<file path="src/rtl/uart_pkg.sv">
// Shared types and line-level constants for the fifo-draining UART transmitter.
// The PARITY state exists only when UART_TX_FIFO_DRAIN_PARITY_EN is defined.
package uart_pkg;

    localparam int   DATA_BITS   = 8;
    localparam logic IDLE_LEVEL  = 1'b1;
    localparam logic START_LEVEL = 1'b0;

    typedef enum logic [2:0] {
        IDLE,
        POP,
        LOAD,
        START,
        DATA,
`ifdef UART_TX_FIFO_DRAIN_PARITY_EN
        PARITY,
`endif
        STOP
    } uart_tx_state_t;

endpackage

</file>
<file path="src/rtl/uart_baud_tick.sv">
// Bit-period timer: free-runs 0..CLK_DIV-1 while clr_i is low and flags the
// last cycle of each serial bit with a one-cycle tick.
module uart_baud_tick #(
    parameter int CLK_DIV = 16
) (
    input  logic clk_i,
    input  logic rst_n_i,
    input  logic clr_i,
    output logic tick_o
);

    localparam int             CNT_W = (CLK_DIV > 2) ? $clog2(CLK_DIV) : 1;
    localparam logic [CNT_W-1:0] LAST = CNT_W'(CLK_DIV - 1);

    logic [CNT_W-1:0] cnt_q;
    logic [CNT_W-1:0] cnt_d;

    always_comb begin
        cnt_d = cnt_q;
        if (clr_i || (cnt_q == LAST)) begin
            cnt_d = '0;
        end else begin
            cnt_d = cnt_q + CNT_W'(1);
        end
    end

    // NOTE: reset is synchronous, so it lives inside the clocked branch rather than the sensitivity list.
    always_ff @(posedge clk_i) begin
        if (!rst_n_i) begin
            cnt_q <= '0;
        end else begin
            cnt_q <= cnt_d;
        end
    end

    assign tick_o = (cnt_q == LAST) && !clr_i;

endmodule

</file>
<file path="src/rtl/uart_tx_fifo_drain.sv">
// Pops bytes from an 8-bit fifo (one-cycle read latency) and sends each as an
// async UART frame. Define UART_TX_FIFO_DRAIN_PARITY_EN to add an even parity bit.
module uart_tx_fifo_drain
    import uart_pkg::*;
#(
    parameter int CLK_DIV   = 16,
    parameter int STOP_BITS = 1
) (
    input  logic       clk_i,
    input  logic       rst_n_i,
    input  logic       rd_empty_i,
    output logic       rd_stb_o,
    input  logic [7:0] rd_dat_i,
    output logic       tx_o,
    output logic       busy_o
);

    localparam logic       STOP_LAST = (STOP_BITS == 2);
    localparam logic [2:0] BIT_LAST  = 3'(DATA_BITS - 1);

    uart_tx_state_t         state_q, state_d;
    logic [DATA_BITS-1:0]   shift_q, shift_d;
    logic [2:0]             bit_cnt_q, bit_cnt_d;
    logic                   stop_cnt_q, stop_cnt_d;
`ifdef UART_TX_FIFO_DRAIN_PARITY_EN
    logic                   parity_q, parity_d;
`endif
    logic                   baud_clr;
    logic                   bit_tick;

    // Timer is held cleared outside the bit-carrying states, so it starts at 0 on entry to START.
    assign baud_clr = (state_q == IDLE) || (state_q == POP) || (state_q == LOAD);

    uart_baud_tick #(
        .CLK_DIV (CLK_DIV)
    ) u_baud_tick (
        .clk_i   (clk_i),
        .rst_n_i (rst_n_i),
        .clr_i   (baud_clr),
        .tick_o  (bit_tick)
    );

    // NOTE: every signal written here gets a default first so no latch is inferred.
    always_comb begin
        state_d    = state_q;
        shift_d    = shift_q;
        bit_cnt_d  = bit_cnt_q;
        stop_cnt_d = stop_cnt_q;
`ifdef UART_TX_FIFO_DRAIN_PARITY_EN
        parity_d   = parity_q;
`endif
        tx_o       = IDLE_LEVEL;
        rd_stb_o   = 1'b0;
        busy_o     = 1'b1;

        case (state_q)
            IDLE: begin
                busy_o = 1'b0;
                if (!rd_empty_i) state_d = POP;
            end
            POP: begin
                rd_stb_o = 1'b1;
                state_d  = LOAD;
            end
            LOAD: begin
                shift_d    = rd_dat_i;
                bit_cnt_d  = '0;
                stop_cnt_d = 1'b0;
`ifdef UART_TX_FIFO_DRAIN_PARITY_EN
                parity_d   = ^rd_dat_i;
`endif
                state_d    = START;
            end
            START: begin
                tx_o = START_LEVEL;
                if (bit_tick) state_d = DATA;
            end
            DATA: begin
                tx_o = shift_q[0];
                if (bit_tick) begin
                    shift_d   = shift_q >> 1;
                    bit_cnt_d = bit_cnt_q + 3'd1;
                    if (bit_cnt_q == BIT_LAST) begin
`ifdef UART_TX_FIFO_DRAIN_PARITY_EN
                        state_d = PARITY;
`else
                        state_d = STOP;
`endif
                    end
                end
            end
`ifdef UART_TX_FIFO_DRAIN_PARITY_EN
            PARITY: begin
                tx_o = parity_q;
                if (bit_tick) state_d = STOP;
            end
`endif
            STOP: begin
                if (bit_tick) begin
                    if (stop_cnt_q == STOP_LAST) begin
                        stop_cnt_d = 1'b0;
                        state_d    = IDLE;
                    end else begin
                        stop_cnt_d = stop_cnt_q + 1'b1;
                    end
                end
            end
            default: state_d = IDLE;
        endcase
    end

    // NOTE: sequential state uses non-blocking assignments so all registers update together.
    always_ff @(posedge clk_i) begin
        if (!rst_n_i) begin
            state_q    <= IDLE;
            shift_q    <= '0;
            bit_cnt_q  <= '0;
            stop_cnt_q <= 1'b0;
`ifdef UART_TX_FIFO_DRAIN_PARITY_EN
            parity_q   <= 1'b0;
`endif
        end else begin
            state_q    <= state_d;
            shift_q    <= shift_d;
            bit_cnt_q  <= bit_cnt_d;
            stop_cnt_q <= stop_cnt_d;
`ifdef UART_TX_FIFO_DRAIN_PARITY_EN
            parity_q   <= parity_d;
`endif
        end
    end

endmodule

</file>
<file path="config.mk">
export PLATFORM = sky130hd
export DESIGN_NAME = uart_tx_fifo_drain
export DESIGN_NICKNAME = d
export VERILOG_FILES = /design/src/rtl/uart_pkg.sv /design/src/rtl/uart_baud_tick.sv /design/src/rtl/uart_tx_fifo_drain.sv
export SDC_FILE = /design/constraint.sdc
export NUM_CORES = 1
export LEC_CHECK = 0
export ABC_AREA = 1
export CAP_MARGIN = 30
export CORE_ASPECT_RATIO = 1.2
export CORE_MARGIN = 5
export CORE_UTILIZATION = 45
export CTS_CLUSTER_DIAMETER = 100
export CTS_CLUSTER_SIZE = 8
export DETAILED_ROUTE_END_ITERATION = 12
export PLACE_DENSITY = 0.69
export SYNTH_ARGS = -nofsm -noshare
export SYNTH_HDL_FRONTEND = slang
export SYNTH_SLANG_ARGS = --single-unit
</file>
<file path="constraint.sdc">
create_clock -name clk_i -period 1.35 [get_ports clk_i]
set_input_delay 0.2025 -clock clk_i [delete_from_list [all_inputs] [get_ports clk_i]]
set_output_delay 0.2025 -clock clk_i [all_outputs]
set_load 0.1 [all_outputs]
</file>
# == Word level (Yosys, flattened, before mapping) ==
# Index checks and enable logic that the tools add are counted.
# totals
in_bits,11
output_inout_bits,3
elab_cells,51
reg_bits,19
# classes
n_reduce_logical,12
bitwise,1
n_mux,17
addsub,3
eq_ne,13
# ops
cell,count
two-way mux 3 bit,7
one-hot mux 3 bit (6 select lines),1
one-hot mux 8 bit (2 select lines),1
inequality test 2 bit (second input constant),6
equality test 3 bit (second input constant),3
two-way mux 8 bit,1
equality test 3 x 2 -> 1 bit (second input constant),2
one-hot mux 3 bit (2 select lines),1
AND reduction 6 bit,1
adder 4 x 1 -> 4 bit (second input constant),1
equality test 4 bit (second input constant),1
two-way mux 1 bit,4
one-hot mux 1 bit (2 select lines),2
AND reduction 2 bit,2
nonzero test 2 bit,2
adder 3 x 1 -> 3 bit (second input constant),1
equality test 3 x 1 -> 1 bit (second input constant),1
zero test 3 bit,1
logical OR 1 bit,3
OR reduction 2 bit,1
adder 1 bit (second input constant),1
logical AND 1 bit,1
zero test 1 bit,1
inverter 1 bit,1

# == Depth between registers and ports, before layout ==
# Gate-level depths: netlist (run 1).
# logic_depth
depth_word,7
depth_mapped,9
ltp_nobuf,9

# == By module ==
# Synthesis (run 1) repeated with hierarchy kept, for this count alone.
# hier_totals
cells_unflattened,146
area_unflattened_um2,1011.0
# by_module_without_submodules
module,cells_per_inst,seq_area_each_um2,area_per_inst_um2,instances
uart_tx_fifo_drain,126,280.3,840.8,1
uart_baud_tick,20,80.1,170.2,1

# == Worst setup path after synthesis (run 1) ==
# No wires, ideal clock.
# synth_timing
path_type,flip-flop to flip-flop
from,reg state_q[0]
to,reg state_q[1]
path_slack_ns,-1.606
setup_ns,0.071
synth_period_minus_slack_ns,2.956
required_time_ns,1.279
t_arrival_ns,2.885
path_buffers,0
stages_incl_launch_ff,5
path_cell_list,dfxtp_1 > inv_1 > nor3_1 > nor2_1 > a21oi_1
# synth_between
elab_chain_len,7
elab_cells_between_ends,18
cone_classes,11 x eq/ne; 1 x mux; 6 x reduce/logical
# synth_lines
item,line,rtl
from (decl),uart_tx_fifo_drain.sv:21,"uart_tx_state_t state_q, state_d;"
from (signal assigned),uart_tx_fifo_drain.sv:123,state_q <= state_d;
equality test 3 x 1 -> 1 bit / zero test 3 bit (equally long branches),"uart_tx_fifo_drain.sv:32, uart_tx_fifo_drain.sv:56",
logical OR 1 bit (2 in series),uart_tx_fifo_drain.sv:32,assign baud_clr = (state_q == IDLE) || (state_q == POP) || (state_q == LOAD);
zero test 1 bit,uart_baud_tick.sv:36,assign tick_o = (cnt_q == LAST) && !clr_i;
logical AND 1 bit,uart_baud_tick.sv:36,
inequality test 2 bit (no source line),--,
AND reduction 6 bit (no source line),--,
# Parallel ways exist; a longest one is shown, timed or not.
# A chain may end at the register's enable or synchronous reset.

# == Final worst setup path (run 1) ==
# layout_timing
from,reg state_q[1]
to,out tx_o
# layout_between
elab_chain_len,2
elab_cells_between_ends,3
cone_classes,2 x eq/ne; 1 x mux
# layout_lines
item,line,rtl
equality test 3 bit / equality test 3 x 2 -> 1 bit (equally long branches),uart_tx_fifo_drain.sv:56,case (state_q)
one-hot mux 1 bit (2 select lines) *,uart_tx_fifo_drain.sv:56,
to (decl),uart_tx_fifo_drain.sv:14,"output logic tx_o,"
# Every way passes the cells marked *; elsewhere a longest branch is shown, timed or not.

==> results of run 1 <==
==> per-layer routing <==
metal / share of wire, % / GRT usage [%] / wire [um] / vias to the layer above
li1: - / - / - / 471
met1: 42 / 17.1 / 956 / 421
met2: 52 / 29.1 / 1190 / 24
met3: 5.6 / 3.53 / 128 / 4
met4: 1.0 / 5.77 / 24 / 0
met5: 0 / 0 / 0 / -
==> cells in the final DEF, fill, tap and decap left out <==
master and instances:
sky130_fd_sc_hd__nand2_1 27, sky130_fd_sc_hd__nor2_1 25, sky130_fd_sc_hd__dfxtp_1 12, sky130_fd_sc_hd__buf_4 11, sky130_fd_sc_hd__o21ai_1 10, sky130_fd_sc_hd__clkdlybuf4s50_1 10
sky130_fd_sc_hd__nand3_1 8, sky130_fd_sc_hd__inv_1 6, sky130_fd_sc_hd__nand2_2 4, sky130_fd_sc_hd__nor2_2 4, sky130_fd_sc_hd__dfxtp_2 4, sky130_fd_sc_hd__clkbuf_4 3
sky130_fd_sc_hd__buf_12 3, sky130_fd_sc_hd__buf_6 3, sky130_fd_sc_hd__inv_2 2, sky130_fd_sc_hd__inv_4 2, sky130_fd_sc_hd__nand2_8 2, sky130_fd_sc_hd__nand3_2 2
sky130_fd_sc_hd__a21oi_1 2, sky130_fd_sc_hd__a22oi_1 2, sky130_fd_sc_hd__ha_1 2, sky130_fd_sc_hd__dfxtp_4 2, sky130_fd_sc_hd__nor2_4 1, sky130_fd_sc_hd__nand2_4 1
sky130_fd_sc_hd__inv_6 1, sky130_fd_sc_hd__o21ai_2 1, sky130_fd_sc_hd__a21o_4 1, sky130_fd_sc_hd__nor3_4 1, sky130_fd_sc_hd__xor2_1 1, sky130_fd_sc_hd__nand4_1 1
sky130_fd_sc_hd__nor3b_2 1, sky130_fd_sc_hd__ha_4 1, sky130_fd_sc_hd__clkbuf_8 1
==> state kept, by name, indices dropped and copies added (netlist names) <==
name               cells
bit_cnt_q              3
shift_q                8
state_q                3
u_baud_tick.cnt_q      4
==> critical path, stage by stage, from the launching register on <==
cell	delay (ns)
sky130_fd_sc_hd__dfxtp_4	0.38
sky130_fd_sc_hd__nor2_4	0.17
sky130_fd_sc_hd__o21ai_2	0.08
sky130_fd_sc_hd__a21o_4	0.19
sky130_fd_sc_hd__buf_12	0.16
==> metrics by stage <==
step | cell area, sq um | utilization [%] | TNS, ns | std cells | total power, W
floorplan | 938 | - | -0.206 | 129 | 0.00193
global placement | 1130 | 59.8 | 0 | 163 | 0.00232
detailed placement | 1130 | 59.8 | 0 | 163 | 0.00234
CTS | 1220 | 64.6 | -0.244 | 171 | 0.00281
global route | 1320 | 69.8 | -0.648 | 176 | 0.00320
finish | 1320 | 69.8 | -0.291 | 176 | 0.00302
==> cells by family after synthesis <==
group	Yosys count	share of synthesized area (%)
XOR/XNOR	1	0.963
AND/OR/NAND/NOR	77	37.8
flip-flops	18	39.6
adder cells (fa/ha/maj)	3	4.13
AO/OA/AOI/OAI	16	9.63
buffers and inverters	14	7.84
==> final cells by class <==
type | count | area [sq um]
clock buffers | 4 | 36.3
fillers | 160 | 572
inverters | 11 | 51.3
multi-input cells | 97 | 561
flip-flops and latches | 18 | 373
well taps | 19 | 23.8
repair buffers | 27 | 277
==> timing repair <==
item                                    CTS  global route
pin swaps                                 2             1
setup buffers                             4             5
endpoints found under the setup margin    4            14
gates resized for setup                   8            18
cloned                                    0             0
==> final timing paths <==
check	startpoint	end	slack, ns	depth (start not counted)
max	state_q[1]$_SDFFE_PN0P_	tx_o	-0.14	4
max reg2reg	u_baud_tick.cnt_q[0]$_SDFF_PP0_	bit_cnt_q[1]$_SDFFE_PN0P_	0	8
min	rd_dat_i[7]	shift_q[7]$_SDFFE_PN0P_	0.45	3
min reg2reg	u_baud_tick.cnt_q[0]$_SDFF_PP0_	u_baud_tick.cnt_q[0]$_SDFF_PP0_	0.46	1
==> report_power, final <==
group,switching [W],internal (W)
clock,0.000175,0.000165
combinational,0.00108,0.000733
sequential,0.000146,0.000714
==> run summary, run 1 <==
The clock latency on the worst-skew pair is 0.30 ns, and the number of maximum-capacitance constraint violations is 0. The path type of the worst min-delay path is input port to flip-flop. The number of nets in the finished design is 172, and the count of antenna diodes in the layout is 0. After synthesis, the most frequently instantiated cells are 31 x sky130_fd_sc_hd__nand2_1, 29 x sky130_fd_sc_hd__nor2_1, 18 x sky130_fd_sc_hd__dfxtp_1, 11 x sky130_fd_sc_hd__o21ai_1. Setup repair after global routing could not meet its margin everywhere.

On the final layout, the worst hold slack is 0.448 ns. For this run the aggregate overflow at the end of global routing stands at 0. The first routing iteration left 21 violations. STA classifies the critical path startpoint as a flip-flop.

The critical path class was flip-flop to output pin. STA puts the critical path data required time at 1.15 ns. Input and output buffers added on the ports amount to 13. Derived from the worst setup path, the maximum achievable clock frequency is 670 MHz. The first-pass GRT wire length is 3590 um. The final worst setup slack was -0.142 ns; the post-detailed-placement half-perimeter wirelength was 1420 um. The worst path needs 1.49 ns of the cycle, external delays included. Entering global routing, the biggest net connects 13 pins.

At the end of routability-driven placement, the weighted congestion stood at 0.747. The number of enable-type register cells in the synthesized netlist is 0. The number of remaining DRC errors is 0, and the number of buffers added to fix hold violations after cts is 0. The pin slew with the least headroom to its limit was 0.220 ns; the number of sinks driven by the clock tree was 18.

Summed over all cells, the static leakage comes to 0.630 nW. For this run, the leading register cell type out of synthesis is sky130_fd_sc_hd__dfxtp_1. The total of endpoints with negative setup slack in the final report is 3, and the share of Yosys cell area claimed by the top area cell type is 39.6%. The width of the die is 51.0 um, and the share of the clock period used by the worst path after layout is 111%. STA classifies the critical path endpoint as an output pin. The core region is 0.00189 sq mm. 14 I/O pins were placed.

After synthesis, the share of flip-flops with an asynchronous set or reset is 0%. Compared with the post-synthesis result, the final layout area differs by 45.3%. The mapped netlist covers 910 sq um. Summing the sequential cell areas from Yosys gives 39.6% of the chip area. The worst slack at placement was 0.00620 ns; the number of cells produced by synthesis was 129.

The run finished, with violations left. The logs give 15.7% for the overall track demand over capacity in global routing and 0 for the count of nets left with antenna violations after detail routing. Counting flops and latches in the post-synthesis netlist gives 18. Before antenna repair, the detailed router went through 5 iterations. The final worst clock skew was 0.00550 ns. Of all cell types, the one taking the most synthesized area is sky130_fd_sc_hd__dfxtp_1. Dividing the detail-routed via count by the number of cells gives 5.23.

Root buffer cell: sky130_fd_sc_hd__clkbuf_4. After synthesis, the cell types taking the most area are sky130_fd_sc_hd__dfxtp_1 40%, sky130_fd_sc_hd__nand2_1 13%, sky130_fd_sc_hd__nor2_1 12%, sky130_fd_sc_hd__o21ai_1 6.1%, sky130_fd_sc_hd__nand3_1 5.0%. Across the VDD grid, the largest voltage drop is 0.00141 V. The power per unit of standard cell area came out at 2280 mW/mm^2. The tools report the synthesized net count as 143. The number of distinct library cells after synthesis is 21. The tools report the deepest level of the CTS H-tree as 1. The average wire per standard cell is 13.1 um, and the initial cell density of the core is 48.1%.

Among all cell types in the netlist, the one instantiated most often is sky130_fd_sc_hd__nand2_1. Clock-pin transition on the worst setup and hold timing paths: 0.11 ns. The number of global-route vias before repair is 841. In this run the worst path has a maximum fanout of 4.

The die covers 0.00302 sq mm. The logs give 0 for the initial antenna violation count and 0 for the final count of pins violating max slew. The run gives 3 as the total CTS buffers. The initialized floorplan defines 17 standard-cell rows. Of the cells placed in the final design, the portion with a size suffix greater than 1 is 32.5%.

Data on the critical path arrives at its endpoint at 1.29 ns. The maximum buffer depth of the clock tree was 2. The synthesized area per cell was 7.05 sq um. Detailed routing inserted a total of 920 vias. The final layout contains routed wiring with a total length of 2300 um. TritonCTS built the clock tree. The worst pin sits at a relative slew slack of 85.3%.

Measured along the y axis, the die boundary spans 59.3 um. For this run, the number of Yosys warnings is 0. Number of hold violations in the final report: 0.

The checks that failed: setup timing.
Power figures use the tool's default switching activity.
==> run 2: changes to the inputs <==
Settings changed: CORE_MARGIN 5 to 2, CTS_CLUSTER_DIAMETER 100 to 200.
==> run 2 against run 1 <==
  * The run still ends with setup timing left
  * Critical path depth unchanged
  * Setup slack better by 0.021 ns
  * Total power down 6.7%
==> run summary, run 2 (same netlist as run 1, synthesis figures left out) <==
Data required time at the worst endpoint: 1.15 ns. The overall routed net length was 1830 um; the final worst clock skew was 0.00449 ns. The critical path class was flip-flop to output pin. The tool flagged a number of max-cap violations equal to 0. The number of global-route vias before repair was 775; the largest net degree at the start of global routing was 12. The largest registers in the layout are shift_q x8, u_baud_tick.cnt_q x4.

Deepest level of the CTS H-tree: 1. The tree is rooted in a sky130_fd_sc_hd__clkbuf_4. The signal on the critical path passes through nor2_4 -> o21ai_2 -> a21o_4 -> buf_12. The path type of the worst min-delay path was flip-flop to flip-flop.

The final count of pins violating max slew was 0; the maximum buffer depth of the clock tree was 2. The tools report the type of element capturing the critical path as an output pin. The final worst setup slack is -0.121 ns, and the upper clock frequency limit is 680 MHz. The mean number of vias per cell was 4.98.

Leaving out fill and tap cells, the most frequent cells in the layout are 29 x sky130_fd_sc_hd__nand2_1, 28 x sky130_fd_sc_hd__nor2_1, 13 x sky130_fd_sc_hd__dfxtp_1, 10 x sky130_fd_sc_hd__o21ai_1, 10 x sky130_fd_sc_hd__clkdlybuf4s50_1. Of the available clock period, the critical path in the final layout requires 109%. The count of antenna diodes in the layout was 0; the first-pass GRT wire length was 3070 um. At the end of routability-driven placement, the weighted congestion stood at 0.842. The die is 53.3 um tall. The time the worst path needs with I/O delays and setup is 1.47 ns, and the post-detailed-placement half-perimeter wirelength is 1280 um. The flip-flop count of the largest register after layout works out to 8. The pin slew with the least headroom to its limit came out at 0.207 ns. The logs give 0 for the initial antenna violation count and 0 for the number of hold violations in the final report. The largest register by flop count is shift_q.

The tools report the core occupancy in the finished layout as 65.8%. After detailed routing, the number of remaining DRC violations is 0. The width of the die is 45.0 um, and the clock latency on the worst-skew pair is 0.30 ns. Summing over every cut layer, the via total after detailed routing is 852.

The final reports fail on setup timing. The library cell used most frequently in the layout, excluding fill and tap cells, is sky130_fd_sc_hd__nand2_1. IR analysis of the VDD net gives a maximum drop of 0.00128 V. From synthesis to final layout, the design area changed by 35.5%.

14 I/O pins were placed. The largest individual stage delay along the critical path comes from the cell sky130_fd_sc_hd__dfxtp_4. For the count of nets left with antenna violations after detail routing, the log shows 0. For this run, the total global-route usage over all layers was measured as 17.9%.

Counting every sink on the clock net gives 18. The tools report the iteration count of the initial detailed-routing pass as 4. At the worst endpoint, the arrival time is 1.27 ns. Summed over all cells, the static leakage comes to 0.615 nW. The ratio of cells with drive above 1 in the final layout came out at 24.3%. Setup repair after global routing could not meet its margin everywhere. The highest cell delay on the worst timing path is 0.38 ns. The critical-path maximum fanout is 5, and the total power consumption of the routed design is 0.00281 W. First-iteration detailed-routing DRC count: 10. STA classifies the critical path startpoint as a flip-flop. TritonCTS built the clock tree. The power per unit of standard cell area was 2280 mW/mm^2; the number of nets in the finished design was 167. Before CTS, the worst setup slack after placement is 0.0420 ns. In this run the tightest slew margin relative to its limit is 86.1%. The core region is 0.00187 sq mm. For this run the aggregate overflow at the end of global routing stands at 0. The average wire per standard cell is 10.7 um, and the initial cell density of the core is 48.6%. The total CTS buffers came out at 3. Input and output buffers added on the ports amount to 13. The number of placement rows was 17. The die covers 0.00240 sq mm. The flow ran to the end, but the final reports show violations. Clock-pin slew was measured on the worst setup and hold paths at 0.10 ns. The total of endpoints with negative setup slack in the final report came out at 3.
-- run 2: worst max-delay path: cells and delay by family, from the launching register on --
kind | cells | cell delay, ns
and+or+nand+nor | 1 | 0.16
buffers and inverters | 1 | 0.16
DFF | 1 | 0.38
AOI/OAI and AO/OA | 2 | 0.27
-- run 2: final timing paths --
path,start,endpoint,slack [ns],cells after the start
worst min register to register,u_baud_tick.cnt_q[0]$_SDFF_PP0_,u_baud_tick.cnt_q[0]$_SDFF_PP0_,0.42,1
worst max-delay path,state_q[1]$_SDFFE_PN0P_,tx_o,-0.12,4
worst min-delay path,u_baud_tick.cnt_q[0]$_SDFF_PP0_,u_baud_tick.cnt_q[0]$_SDFF_PP0_,0.42,1
worst max register to register,bit_cnt_q[0]$_SDFFE_PN0P_,state_q[2]$_SDFFE_PN0P_,0.06,9
-- run 2: cell type report --
type | count | area, sq um
clock buffers | 4 | 36.3
fillers | 148 | 639
inverters | 11 | 46.3
multi-input cells | 97 | 519
flip-flops and latches | 18 | 372
well taps | 19 | 23.8
repair buffers | 22 | 235
-- run 2: routing by layer --
| metal | vias up | wire, um | track usage [%] |
|---|---|---|---|
| li1 | 457 | - | - |
| met1 | 376 | 808 | 19.3 |
| met2 | 15 | 904 | 30.7 |
| met3 | 4 | 60 | 2.39 |
| met4 | 0 | 51 | 13.2 |
| met5 | - | 0 | 0 |
-- run 2: power by group --
part           total [W]  switching (W)  internal (W)
Combinational    0.00164       0.000995      0.000645
Sequential      0.000839       0.000128      0.000711
Clock           0.000335       0.000170      0.000165
Total            0.00281        0.00129       0.00152
-- run 2: what timing repair did --
item                                    in CTS  in global routing
hold buffers                                 0                  0
cloned                                       0                  0
buffers inserted                             4                  0
resized for setup                            7                  5
pin swaps                                    2                  1
endpoints found under the setup margin       2                 14
-- run 2: per-stage QoR --
step	instances	hold slack [ns]	area (sq um)	setup TNS [ns]
after floorplan	129	0.327	938	-0.206
after global routing	171	0.445	1230	-0.760
after global placement	163	0.430	1130	0
after CTS	171	0.455	1220	-0.265
final	171	0.423	1230	-0.285
after detailed placement	163	0.438	1130	0
